===== config.mk =====
export PLATFORM = sky130hd
export DESIGN_NAME = calc_key_sequencer
export DESIGN_NICKNAME = d
export VERILOG_FILES = /design/src/rtl/calc_key_sequencer.sv
export SDC_FILE = /design/constraint.sdc
export NUM_CORES = 1
export LEC_CHECK = 0
export CORE_ASPECT_RATIO = 0.8
export CORE_MARGIN = 5
export CORE_UTILIZATION = 55
export DETAILED_ROUTE_END_ITERATION = 16
export PLACE_DENSITY = 0.8
export SLEW_MARGIN = 30
export SYNTH_ARGS = -nofsm -noshare
export SYNTH_HDL_FRONTEND = slang
export SYNTH_SLANG_ARGS = --single-unit

===== constraint.sdc =====
create_clock -name clck -period 4.37 [get_ports clck]
set_input_delay 0.874 -clock clck [delete_from_list [all_inputs] [get_ports clck]]
set_output_delay 0.874 -clock clck [all_outputs]
set_load 0.01 [all_outputs]

===== src/rtl/calc_key_sequencer.sv =====
// ---------------------------------------------------------------------------
// calc_key_sequencer
//
// Purpose: sequences one two-operand calculator operation at a time.
// Keypad digits are accumulated into decimal operands A and B. The operator
// is latched, and a single start pulse is sent to the ALU. The sequencer then
// waits for done/err and shows either the operand being typed or the
// result/error.
//
// Optional feature: define ALU_TIMEOUT_EN to bound the ALU wait to TIMEOUT
// cycles. Without it, WAIT lasts until alu_done or reset.
//
// Ports:
//   clck        in   system clock, rising edge
//   reste       in   asynchronous active-low reset
//   key_valid   in   one-cycle key strobe
//   key_code    in   [3:0] 0-9 digit, 10 ADD, 11 SUB, 12 MUL, 13 DIV,
//                    14 EQUALS, 15 CLEAR
//   key_ready   out  keys accepted (low in START and WAIT)
//   alu_start   out  one-cycle start pulse to the ALU
//   alu_op      out  [1:0] 0 ADD, 1 SUB, 2 MUL, 3 DIV
//   alu_a       out  [WIDTH-1:0] operand A register
//   alu_b       out  [WIDTH-1:0] operand B register
//   alu_done    in   ALU result valid pulse
//   alu_result  in   [WIDTH-1:0] ALU result
//   alu_err     in   ALU error flag, valid with alu_done
//   disp_val    out  [WIDTH-1:0] value to display
//   disp_err    out  error indicator
//   state_o     out  [2:0] current state (debug)
// ---------------------------------------------------------------------------
module calc_key_sequencer #(
  parameter int WIDTH   = 8,
  parameter int TIMEOUT = 255
) (
  input  logic             clck,
  input  logic             reste,
  input  logic             key_valid,
  input  logic [3:0]       key_code,
  output logic             key_ready,
  output logic             alu_start,
  output logic [1:0]       alu_op,
  output logic [WIDTH-1:0] alu_a,
  output logic [WIDTH-1:0] alu_b,
  input  logic             alu_done,
  input  logic [WIDTH-1:0] alu_result,
  input  logic             alu_err,
  output logic [WIDTH-1:0] disp_val,
  output logic             disp_err,
  output logic [2:0]       state_o
);

  typedef enum logic [2:0] {
    ENTER_A = 3'd0,
    ENTER_B = 3'd1,
    START   = 3'd2,
    WAIT    = 3'd3,
    SHOW    = 3'd4,
    ERR     = 3'd5
  } state_e;

  state_e           state_q;
  logic [WIDTH-1:0] a_q;
  logic [WIDTH-1:0] b_q;
  logic [1:0]       op_q;
  logic [WIDTH-1:0] disp_q;
  logic             err_q;

  // Appending a digit is evaluated in WIDTH+4 bits so that x*10+9 cannot
  // wrap. A digit that would overflow WIDTH is dropped and x is kept.
  function automatic logic [WIDTH-1:0] acc_digit(input logic [WIDTH-1:0] x,
                                                 input logic [3:0]       d);
    logic [WIDTH+3:0] t;
    t = {4'b0000, x} * (WIDTH+4)'(10) + {{WIDTH{1'b0}}, d};
    if (t <= {4'b0000, {WIDTH{1'b1}}}) acc_digit = t[WIDTH-1:0];
    else                                acc_digit = x;
  endfunction

  // Operator codes 10..13 map onto ALU opcodes 0..3.
  function automatic logic [1:0] key_to_op(input logic [3:0] k);
    key_to_op = 2'(k - 4'd10);
  endfunction

  logic             take;
  logic             is_digit;
  logic             is_oper;
  logic             is_equals;
  logic             is_clear;
  logic [WIDTH-1:0] acc_a_d;
  logic [WIDTH-1:0] acc_b_d;
  logic [WIDTH-1:0] digit_d;

  assign key_ready = (state_q != START) && (state_q != WAIT);
  assign alu_start = (state_q == START);
  assign take      = key_valid && key_ready;
  assign is_digit  = (key_code <= 4'd9);
  assign is_oper   = (key_code >= 4'd10) && (key_code <= 4'd13);
  assign is_equals = (key_code == 4'd14);
  assign is_clear  = (key_code == 4'd15);
  assign acc_a_d   = acc_digit(a_q, key_code);
  assign acc_b_d   = acc_digit(b_q, key_code);
  assign digit_d   = WIDTH'(key_code);

`ifdef ALU_TIMEOUT_EN
  localparam int CNT_W = $clog2(TIMEOUT + 1);
  logic [CNT_W-1:0] cnt_q;
`else
  logic unused_timeout_cfg;
  assign unused_timeout_cfg = (TIMEOUT == 0);
`endif

  always_ff @(posedge clck or negedge reste) begin
    if (!reste) begin
      state_q <= ENTER_A;
      a_q     <= '0;
      b_q     <= '0;
      op_q    <= '0;
      disp_q  <= '0;
      err_q   <= 1'b0;
`ifdef ALU_TIMEOUT_EN
      cnt_q   <= '0;
`endif
    end else begin
      unique case (state_q)
        ENTER_A: begin
          if (take) begin
            if (is_digit) begin
              a_q    <= acc_a_d;
              disp_q <= acc_a_d;
            end else if (is_oper) begin
              op_q    <= key_to_op(key_code);
              b_q     <= '0;
              state_q <= ENTER_B;
            end else if (is_clear) begin
              a_q    <= '0;
              disp_q <= '0;
            end
          end
        end

        ENTER_B: begin
          if (take) begin
            if (is_digit) begin
              b_q    <= acc_b_d;
              disp_q <= acc_b_d;
            end else if (is_oper) begin
              op_q <= key_to_op(key_code);
            end else if (is_equals) begin
              state_q <= START;
            end else if (is_clear) begin
              state_q <= ENTER_A;
              a_q     <= '0;
              b_q     <= '0;
              op_q    <= '0;
              disp_q  <= '0;
              err_q   <= 1'b0;
            end
          end
        end

        START: begin
          state_q <= WAIT;
`ifdef ALU_TIMEOUT_EN
          cnt_q   <= '0;
`endif
        end

        WAIT: begin
          if (alu_done) begin
            if (alu_err) begin
              err_q   <= 1'b1;
              state_q <= ERR;
            end else begin
              disp_q  <= alu_result;
              state_q <= SHOW;
            end
          end
`ifdef ALU_TIMEOUT_EN
          // Count reaching TIMEOUT on this edge means TIMEOUT full WAIT
          // cycles without a response; a same-cycle alu_done wins above.
          else if (cnt_q == CNT_W'(TIMEOUT - 1)) begin
            err_q   <= 1'b1;
            state_q <= ERR;
          end else begin
            cnt_q <= cnt_q + CNT_W'(1);
          end
`endif
        end

        SHOW: begin
          if (take) begin
            if (is_digit) begin
              a_q     <= digit_d;
              b_q     <= '0;
              disp_q  <= digit_d;
              state_q <= ENTER_A;
            end else if (is_oper) begin
              // Chain: the shown result becomes the next operand A.
              a_q     <= disp_q;
              op_q    <= key_to_op(key_code);
              b_q     <= '0;
              state_q <= ENTER_B;
            end else if (is_clear) begin
              state_q <= ENTER_A;
              a_q     <= '0;
              b_q     <= '0;
              op_q    <= '0;
              disp_q  <= '0;
              err_q   <= 1'b0;
            end
          end
        end

        ERR: begin
          if (take && is_clear) begin
            state_q <= ENTER_A;
            a_q     <= '0;
            b_q     <= '0;
            op_q    <= '0;
            disp_q  <= '0;
            err_q   <= 1'b0;
          end
        end

        default: state_q <= ENTER_A;
      endcase
    end
  end

  assign alu_a    = a_q;
  assign alu_b    = b_q;
  assign alu_op   = op_q;
  assign disp_val = disp_q;
  assign disp_err = err_q;
  assign state_o  = state_q;

endmodule


==> out/qor.csv <==
metric;value;unit
vias;3929;
async_reset_ff_share;100.0;%
outcome;finished, final reports clean;
cts_buffers;5;
post_cts_resize_count;0;
maxCapViolCount;0;
layout_commonest_cell;a21oi_1;
path_delay_family;simple AND/OR/NAND/NOR gates;
synth_area;3441;um^2
routed_wirelength;11.41;mm
skew;0.005200;ns
wire_per_inst;19.64;um
min_period_over_period;88.14;%
peakVddDrop;0.0004400;V
hold_viol_final;0;
rows;25;
ys_warn_count;0;
drtIter0Drc;417;
fin_util;68.46;%
ys_types;70;
clk_latency;0.28;ns
grt_first_pass_wirelength;18.73;mm
grt_pass1_vias;3581;
end_kind;register;
grt_max_degree;31;
cts_tree;yes;
post-dp-hpwl;8.636;mm
fin_nets;551;
htree_levels;2;
start_kind;register;
ys_ff_latch;30;
fp.dieW;98.43;um
leakage;1.755;nW
coreArea;6006;um^2
worst_path_largest_cell_delay;0.49;ns
start_util;57.29;%
mostFrequentLayoutCells;56 x a21oi_1, 51 x o21ai_0, 48 x clkdlybuf4s50_1;
fin_tns_setup;0;ns
finalSetupViolations;0;
syn_nets;505;
crit_path_max_fanout;16;
rsz0062_at_grt;false;
fmax;259.6;MHz
grt_overflow_total;0;
n_antenna_cell;0;
portBuffers;48;
hp-class;reg2reg;
crit_path_top_delay_cell;or4b_4;
critical_path_class;reg2reg;
required;4.54;ns
total_power;3.040;mW
avgViaCountPerCell;6.762;
clkTransAtPathRegs;0.07;ns
path_cells;ha_1, ha_1, inv_1, fa_1, nand2b_1, nor2_1, or4b_4, or3_4, a21oi_4, a21oi_1, a21o_1, a21oi_1;
layout.cells.non_filler;581;
worst_pin_slew;0.9271;ns
synth_edf_count;0;
first_pass_iters;5;
arrival;4.02;ns
clock_sinks;30;
ios;49;
post-cts-setup-buffers;0;
syn_avg_cell_area;7.579;um^2
slew_viol_final;0;
ys_seq_area_share;21.82;%
gp_congestion;1.063;
track_usage;29.27;%
p_per_area;739.5;nW/um^2
relSlewSlack;38.20;%
yosys_most_used_dff;dfrtp_1;
post-route-min-period;3.852;ns
drive_above_1_share;6.800;%
cts_root_buf;clkbuf_8;
die_y;80.75;um
holdBufCountCts;0;
remaining_drc_errors;0;
cts_buffer_depth;2;
die_area;7948;um^2
syn2layout_area_growth;19.49;%
antenna_found_initial;0;
hold_slack;0.5079;ns
ant_nets;0;
critPathBufInv;1;
dpl.cell_count;574;
synthCells;454;
-- cell type report --
class                      count  area, um^2
multi-input combinational    385        2535
fill                         533        1894
sequential                    30       750.7
timing repair buffer          62       585.6
tap                           81       101.3
clock buffer                   5       68.82
inverter                      16       60.06
clock inverter                 2       10.01
-- tightest hold or removal path, stage by stage, from the launching register on --
cell and delay (ns):
dfrtp_1 0.34, o41ai_1 0.06, o21ai_0 0.06
-- layer usage --
layer	wire [um]	GRT usage, %	share of wire [%]	vias up
met2	4880	43.52	43	270
met4	232	9.277	2.0	0
met5	0	0	0	-
met3	1502	7.296	13	31
met1	4793	41.87	42	1826
li1	-	-	-	1802
-- flip-flops by register name, summed over array words and instances, names as in the netlist --
register,cells
disp_err,1
alu_b,8
state_o,3
disp_val,8
alu_op,2
alu_a,8
-- power by group --
| group | switching [mW] | leakage [nW] | internal [mW] |
|---|---|---|---|
| Sequential | 0.225 | 0.381 | 0.393 |
| Combinational | 1.24 | 1.33 | 0.971 |
| Clock | 0.109 | 0.0438 | 0.107 |
| Total | 1.57 | 1.75 | 1.47 |
-- cells in the mapped netlist (all sizes together) (8+ instances only) --
library cell / n / share of area, %
a21oi: 58 / 8.9
o21ai: 54 / 7.9
nor2: 44 / 4.8
nand2: 38 / 4.1
dfrtp: 30 / 22
ha: 30 / 11
clkbuf: 20 / 2.2
inv: 14 / 1.5
a21o: 12 / 2.6
nand3: 10 / 1.5
xnor2: 9 / 2.3
a211oi: 8 / 1.9
and3: 8 / 1.5
-- cells by family after synthesis --
kind of cell    share of synthesized area [%]
simple gates                            19.75
xor+xnor                                3.564
mux                                     1.855
flops                                   21.82
buf+inv                                 4.509
compound gates                          34.69
fa+ha+maj                               13.82
-- stage by stage --
stage,cell area (um^2),setup WS (ns)
2_1_floorplan,3441,0.9133
3_3_place_gp,4033,0.4410
3_5_place_dp,4033,0.3602
4_1_cts,4111,0.5610
5_1_grt,4111,0.3185
6_report,4111,0.5184
-- final timing paths --
| kind | from | to | slack (ns) | depth (start not counted) |
|---|---|---|---|---|
| setup / recovery | alu_b[3]$_DFFE_PN0P_ | disp_val[0]$_DFFE_PN0P_ | 0.52 | 12 |
| min in group asynchronous | reste | alu_a[7]$_DFFE_PN0P_ | 0.99 | 2 |
| hold / removal | disp_err$_DFFE_PN0P_ | disp_err$_DFFE_PN0P_ | 0.51 | 2 |
| setup reg to reg | alu_b[3]$_DFFE_PN0P_ | disp_val[0]$_DFFE_PN0P_ | 0.52 | 12 |
| hold reg to reg | disp_err$_DFFE_PN0P_ | disp_err$_DFFE_PN0P_ | 0.51 | 2 |
| max in group asynchronous | reste | alu_a[1]$_DFFE_PN0P_ | 3.07 | 2 |
No activity file was read; power rests on OpenSTA's default activity.
